--- config.mk ---
export PLATFORM = sky130hd
export DESIGN_NAME = dm_cache_refill
export DESIGN_NICKNAME = d
export VERILOG_FILES = /design/src/rtl/dm_cache_refill.sv
export SDC_FILE = /design/constraint.sdc
export NUM_CORES = 1
export LEC_CHECK = 0
export ABC_AREA = 0
export BUFFER_PORTS_ARGS = -buffer_cell sky130_fd_sc_hd__buf_4
export CAP_MARGIN = 15
export CORE_MARGIN = 5
export CORE_UTILIZATION = 61
export DETAILED_ROUTE_END_ITERATION = 8
export GPL_ROUTABILITY_DRIVEN = 0
export PLACE_DENSITY = 0.84
export SETUP_SLACK_MARGIN = 0.05
export SLEW_MARGIN = 30
export SYNTH_ARGS = -nofsm -noshare
export SYNTH_HDL_FRONTEND = slang
export SYNTH_SLANG_ARGS = --single-unit
--- constraint.sdc ---
create_clock -name clk -period 11.08 [get_ports clk]
set_input_delay 1.662 -clock clk [delete_from_list [all_inputs] [get_ports clk]]
set_output_delay 1.662 -clock clk [all_outputs]
set_load 0.005 [all_outputs]
--- src/rtl/dm_cache_refill.sv ---
// dm_cache_refill: direct-mapped, read-only cache with a built-in line refill engine.
// A CPU word read is looked up one cycle after it is accepted. Hits answer from the line
// array. Misses fetch the whole line from memory, install it, then answer with the
// requested word. Hit and miss counters saturate, and a flush in IDLE invalidates every line.
module dm_cache_refill #(
  parameter int ADDR_W     = 32,
  parameter int WORD_W     = 32,
  parameter int LINE_WORDS = 4,
  parameter int LINES      = 8,
  parameter int CNT_W      = 32
) (
  input  logic                         clk,
  input  logic                         rst,
  input  logic                         req_valid,
  output logic                         req_ready,
  input  logic [ADDR_W-1:0]            req_addr,
  output logic                         resp_valid,
  output logic [WORD_W-1:0]            resp_data,
  output logic                         resp_hit,
  input  logic                         flush,
  output logic                         mem_req_valid,
  input  logic                         mem_req_ready,
  output logic [ADDR_W-1:0]            mem_req_addr,
  input  logic                         mem_rvalid,
  input  logic [WORD_W*LINE_WORDS-1:0] mem_rdata,
  output logic [CNT_W-1:0]             hit_cnt,
  output logic [CNT_W-1:0]             miss_cnt
);

  localparam int OFFS_W = $clog2(LINE_WORDS);
  localparam int IDX_W  = $clog2(LINES);
  localparam int TAG_W  = ADDR_W - IDX_W - OFFS_W - 2;
  localparam int LINE_W = WORD_W * LINE_WORDS;

  localparam logic [CNT_W-1:0] CNT_ONE = 1;

  localparam logic [2:0] S_IDLE        = 3'd0;
  localparam logic [2:0] S_LOOKUP      = 3'd1;
  localparam logic [2:0] S_RESP_OUT    = 3'd2;
  localparam logic [2:0] S_REFILL_REQ  = 3'd3;
  localparam logic [2:0] S_REFILL_WAIT = 3'd4;

  logic [2:0]        state;
  logic [ADDR_W-3:0] addr_q;
  logic [LINES-1:0]  valid_q;
  logic [TAG_W-1:0]  tag_arr  [LINES];
  logic [LINE_W-1:0] data_arr [LINES];

  logic [OFFS_W-1:0] cur_off;
  logic [IDX_W-1:0]  cur_idx;
  logic [TAG_W-1:0]  cur_tag;
  logic [LINE_W-1:0] cur_line;
  logic              lookup_hit;
  logic              fill_now;
  logic              unused_addr_bits;

  // Byte-lane bits never select anything; the cache works on word addresses only.
  assign unused_addr_bits = ^req_addr[1:0];

  // Field decode of the latched word address and tag compare against the indexed line.
  always_comb begin
    cur_off    = addr_q[OFFS_W-1:0];
    cur_idx    = addr_q[OFFS_W +: IDX_W];
    cur_tag    = addr_q[ADDR_W-3 -: TAG_W];
    cur_line   = data_arr[cur_idx];
    lookup_hit = valid_q[cur_idx] && (tag_arr[cur_idx] == cur_tag);
    fill_now   = (state == S_REFILL_WAIT) && mem_rvalid;
    req_ready  = (state == S_IDLE) && !flush;
    resp_valid = (state == S_RESP_OUT);
  end

  // Main controller: request acceptance, lookup, refill handshake, response and counters.
  always_ff @(posedge clk) begin
    if (rst) begin
      state         <= S_IDLE;
      addr_q        <= '0;
      valid_q       <= '0;
      resp_data     <= '0;
      resp_hit      <= 1'b0;
      mem_req_valid <= 1'b0;
      mem_req_addr  <= '0;
      hit_cnt       <= '0;
      miss_cnt      <= '0;
    end else begin
      case (state)
        S_IDLE: begin
          if (flush) begin
            valid_q <= '0;
          end else if (req_valid) begin
            addr_q <= req_addr[ADDR_W-1:2];
            state  <= S_LOOKUP;
          end
        end
        S_LOOKUP: begin
          if (lookup_hit) begin
            resp_data <= cur_line[cur_off*WORD_W +: WORD_W];
            resp_hit  <= 1'b1;
            if (hit_cnt != '1) hit_cnt <= hit_cnt + CNT_ONE;
            state     <= S_RESP_OUT;
          end else begin
            if (miss_cnt != '1) miss_cnt <= miss_cnt + CNT_ONE;
            mem_req_addr  <= {cur_tag, cur_idx, {(OFFS_W+2){1'b0}}};
            mem_req_valid <= 1'b1;
            state         <= S_REFILL_REQ;
          end
        end
        S_REFILL_REQ: begin
          if (mem_req_ready) begin
            mem_req_valid <= 1'b0;
            state         <= S_REFILL_WAIT;
          end
        end
        S_REFILL_WAIT: begin
          if (mem_rvalid) begin
            valid_q[cur_idx] <= 1'b1;
            resp_data        <= mem_rdata[cur_off*WORD_W +: WORD_W];
            resp_hit         <= 1'b0;
            state            <= S_RESP_OUT;
          end
        end
        S_RESP_OUT: begin
          state <= S_IDLE;
        end
        default: begin
          state <= S_IDLE;
        end
      endcase
    end
  end

  // Tag and data storage; written only when a refill line arrives, never reset.
  always_ff @(posedge clk) begin
    if (!rst && fill_now) begin
      tag_arr[cur_idx]  <= cur_tag;
      data_arr[cur_idx] <= mem_rdata;
    end
  end

endmodule

After elaboration in Yosys (flattened, before gate mapping)
Memory sizes are Yosys's and may differ from the RTL's. A register that Yosys moved wholly into a read port is not among the register bits.
Index checks and enable logic that the tools add are counted.
- add/subtract/negate cells: 2
- magnitude comparators: 2
- equality and inequality tests: 14
- shift operators: 2
- muxes and demuxes: 28
- bitwise operators: 3
- reduce and logical (&&, ||, !) cells: 19
- operators with widths (operator ; number):
    $shiftx A128 B8 Y32 ; 2
    $add A32 B1 Y32 const B ; 2
    $mux W32 ; 2
    $ne A32 B32 Y1 const B ; 2
    $pmux W32 S2 ; 1
    $eq A25 B25 Y1 ; 1
    $mux W3 ; 8
    $reduce_and A3 Y1 ; 6
    $mux W8 ; 2
    $pmux W8 S2 ; 1
    $ne A2 B2 Y1 const B ; 7
    $pmux W3 S4 ; 1
    $mux W1 ; 9
    $or A8 B8 Y8 ; 1
    $eq A3 B2 Y1 const B ; 2
    $reduce_bool A2 Y1 ; 3
    $logic_and A1 B1 Y1 ; 5
    $lt A3 B4 Y1 const B ; 1
    $pmux W1 S2 ; 2
    $reduce_and A4 Y1 ; 1
    $bmux W1 S3 ; 1
    $demux W1 S3 ; 1
    $eq A3 B1 Y1 const B ; 1
    $eq A3 B3 Y1 const B ; 1
    5 further kinds ; 7
- bits in registers: 167
- bits in writable memories: 1224
- bits of input ports: 166
- memories: 2
- memories (memory ; words ; width ; read ports ; clocked after Yosys merged registers in ; wr ports ; line ; RTL):
    data_arr ; 8 ; 128 ; 1 ; 1 ; 1 ; 47 ; logic [LINE_W-1:0] data_arr [LINES];
    tag_arr ; 8 ; 25 ; 1 ; 1 ; 1 ; 46 ; logic [TAG_W-1:0] tag_arr [LINES];

Longest topological paths before layout
- depth after elaboration: 7
- gate-level depth with buffers: 15
- gate-level depth less buffers: 9

Least setup slack after synthesis
OpenSTA, ideal clock, no wires.
- path type: input port to flip-flop
- start: input port rst
- end: memory data_arr[7][0] (netlist name) (enable)
- setup time: 0.668 ns
- data arrival time: 8.822 ns
- path slack: 1.590 ns
- stages: 6
- buffers on the path: 3
- cells stage by stage: clkbuf_1 > clkbuf_1 > clkbuf_1 > nor2_1 > nand2_1 > nor2_1
- cells in the longest elaborated chain, start to end: 4
- ends and longest elaborated chain (element ; line ; RTL):
    start, declared ; 13 ; input logic rst,
    $logic_not A1 Y1 ; 133 ; if (!rst && fill_now) begin
    $logic_and A1 B1 Y1 ; 133 ;
    $mux W1 ; 133 ;
    $mux W1 (not written as such) ; 135 ; data_arr[cur_idx] <= mem_rdata;
    end, declared ; 47 ;
No other way between the ends.

==> flow_summary_export.csv <==
group,metric,value,unit
critical_path,crit_cells,12,
grt,grt-ovfl-total,0,
power_and_ir_drop,peakVddDrop,0.190,mV
critical_path,crit_type,"flip-flop to flip-flop",
grt,first_global_vias,30157,
yosys,synth.avg_cell_area,19.0,um2
timing,hold_viol,0,
yosys,ys_seq_area_share,73.3,%
critical_path,critical_path.endpoint_type,"flip-flop",
clock_network,root_buffer,"clkbuf_16",
detailed_routing,wirelength,130000,um
timing,worst_pin_slew,0.982,ns
clock_network,cts_buffer_depth,3,
critical_path,path_common_cell,"buf_4",
yosys,yosysWarnings,0,
critical_path,crit_family,"buffers and inverters",
critical_path,worst_setup_path_start_kind,"flip-flop",
timing,period_needed,5.48,ns
critical_path,critPathRequiredTime,11.73,ns
floorplan,coreArea,89600,um2
yosys,yosys-top-cells-area,"edfxtp_1 (67%), mux4_2 (15%), dfxtp_1 (6.2%), mux2i_1 (1.8%), a21oi_1 (1.3%)",
finish,final.fill_count,5177,
timing,finalSetupTns,0,ns
yosys,synth_top_area_share,67.1,%
clock_network,cts_tree,"built",
timing,hold-worst-slack,0.459,ns
timing,setup_viol,0,
critical_path,reg2reg_slack,5.60,ns
detailed_routing,num_vias,29167,
detailed_routing,drc,0,
detailed_routing,via_per_inst,6.50,
grt,grt_antenna_before_repair,23,
floorplan,start_util,61.1,%
floorplan,fp-row-count,110,
run,drv_cap,0,
detailed_routing,drt_iter0_drc,3543,
grt,grt_use_total,27.2,%
yosys,synth_commonest_cells,"edfxtp_1 (1,224), mux4_2 (354), nand2_1 (173)",
timing,drv_slew,0,
critical_path,cp_max_fo,39,
timing,fin_crit_sh,49.4,%
grt,grt_max_degree,142,
detailed_routing,drt_pre_antenna_iters,6,
clock_network,clk_latency,0.76,ns
floorplan,ios,298,
detailed_routing,routedWlPerCell,28.9,um
clock_network,clock_sinks,1394,
clock_network,ctsHoldBuffers,0,
outcome,run_status,"finished, final reports clean",
power_and_ir_drop,power_density,172,nW/um2
yosys,synth_edf_count,1224,
clock_network,htreeDepth,4,
clock_network,numCtsBuffers,137,
yosys,syn_inst,2886,
placement,hpwlAfterDp,70900,um
floorplan,die_area,95900,um2
placement,port_buffers,291,
worst_hold_path,worst_hold_path_type,"flip-flop to flip-flop",
critical_path,path_cells,"buf_4, buf_4, buf_12, mux4_2, mux2i_1, xnor2_1, nor3_2, nand4_1, buf_4, nand3_1, or4_1, a21oi_1",
yosys,synth_seq_cells,1394,
floorplan,die_x,310,um
yosys,synthArstFlopShare,0,%
floorplan,die_y,310,um
finish,drive_gt1_share,29.0,%
finish,final_nets,3355,
critical_path,crit_path_end,"miss_cnt[23]",
critical_path,cp.arrival,6.13,ns
timing,slew-limit-headroom,34.2,%
yosys,yosysUniqueCellTypes,56,
detailed_routing,ant_nets,0,
power_and_ir_drop,p_leak,19.9,nW
critical_path,slowest_stage,"dfxtp_4",
timing,finClkSkew,0.0386,ns
clock_network,clk_pin_slew,0.06,ns
timing,fmax,183,MHz
grt,grt_pass1_wl,192000,um
yosys,ys.flop_type,"edfxtp_1",
finish,areaGrowthSynthToFinish,14.6,%
yosys,yosys.area.top_type,"edfxtp_1",
critical_path,worst_path_largest_cell_delay,0.86,ns
critical_path,reg2reg_to,"miss_cnt[23]",
clock_network,cts-resized-gates,0,
clock_network,cts_setup_buffers,0,
critical_path,path_buf_inv,4,
yosys,netlist_area,54800,um2
timing,grt_setup_unrepaired,"false",
yosys,synth_most_common_cell,"edfxtp_1",
critical_path,reg2reg_depth,12,
[cell families after synthesis]
family | count (synthesis) | share of synthesized area, %
DFF | 1394 | 73.3
and+or+nand+nor | 502 | 4.35
muxes | 489 | 17.2
AOI/OAI and AO/OA | 286 | 3.10
buffers and inverters | 184 | 1.58
xor gates and xnor gates | 28 | 0.448
adders and majority gates | 2 | 0.0457
other | 1 | 0.00685
[area by class of cell]
cell class                 instances  area, um2  share of cell area, %
antenna                           14       35.0                 0.0558
timing repair buffer             332       2740                   4.37
multi-input combinational       1311      13900                   22.1
clock buffer                     170       3660                   5.84
inverter                          11       41.3                 0.0658
clock inverter                    77        772                   1.23
tap                             1176       1470                   2.34
sequential                      1394      40200                   64.0
[worst min path at each step]
stage	start	to	slack, ns	cells after the start
finish	mem_req_addr[5]	mem_req_addr[5]	0.46	2
global route	mem_req_addr[17]	mem_req_addr[17]	0.48	2
CTS	mem_req_addr[5]	mem_req_addr[5]	0.46	2
detailed placement	mem_req_addr[5]	mem_req_addr[5]	0.45	2
global placement	mem_req_valid	mem_req_valid	0.44	2
floorplan	valid_q[5]	valid_q[5]	0.43	2
[tightest hold or removal path, delay by kind of cell (launching register included)]
family	cells	cell delay, ns
AOI/OAI and AO/OA	1	0.05
DFF	1	0.31
and+or+nand+nor	1	0.05
[power by group]
group          total [mW]  internal, mW  switching (mW)
Sequential           5.75          5.71          0.0398
Combinational       0.475         0.216           0.259
Clock                4.59          2.63            1.97
[flip-flops by register name, indices dropped and copies added, names as in the netlist, named ones only]
| signal | flops |
|---|---|
| data_arr | 1024 |
| resp_hit | 1 |
| tag_arr | 200 |
| addr_q | 30 |
| mem_req_valid | 1 |
| mem_req_addr | 28 |
| state | 3 |
| resp_data | 32 |
| miss_cnt | 32 |
| valid_q | 8 |
| hit_cnt | 32 |
[layout by cell type, fill, tap and decap left out, types with 7 or more instances in the layout]
cell type	n
nor2b_1	26
a31o_2	9
and3_1	23
nand2_1	171
or3_1	16
diode_2	14
a22o_1	9
inv_6	7
clkinv_2	20
o31ai_1	7
clkbuf_16	139
clkbuf_8	7
nor2_4	8
dfxtp_1	165
nor2_1	136
edfxtp_1	1224
mux2_2	33
nand2b_1	12
nor3_1	8
a211oi_1	45
nand3_1	24
a21oi_1	147
clkbuf_1	24
clkinv_1	26
inv_1	11
mux2i_1	100
buf_4	310
xor2_1	18
xnor2_1	10
o22ai_1	11
mux4_2	354
buf_6	7
buf_12	10
bufinv_16	11
o21ai_0	34
nand4_1	29
or4_1	19
[per-layer routing]
| metal | vias to the layer above | global-route usage, % | share of wire, % |
|---|---|---|---|
| li1 | 12341 | - | - |
| met1 | 15044 | 35.6 | 36 |
| met2 | 1533 | 45.3 | 51 |
| met3 | 231 | 7.42 | 9.9 |
| met4 | 18 | 8.90 | 2.8 |
| met5 | - | 0 | 0.11 |
[through the flow]
step | worst slack (ns) | area [um2] | util [%] | power (mW) | instances
2_1_floorplan | 1.59 | 54800 | - | 6.13 | 2889
3_3_place_gp | 5.54 | 58100 | 64.8 | 6.30 | 4217
3_5_place_dp | 5.43 | 58200 | 65.0 | 6.33 | 4221
4_1_cts | 5.41 | 62700 | 69.9 | 10.9 | 4468
5_1_grt | 5.22 | 62800 | 70.0 | 11.2 | 4479
6_report | 5.60 | 62800 | 70.1 | 10.8 | 4485
Note: power is estimated with default switching activity, not from simulation.
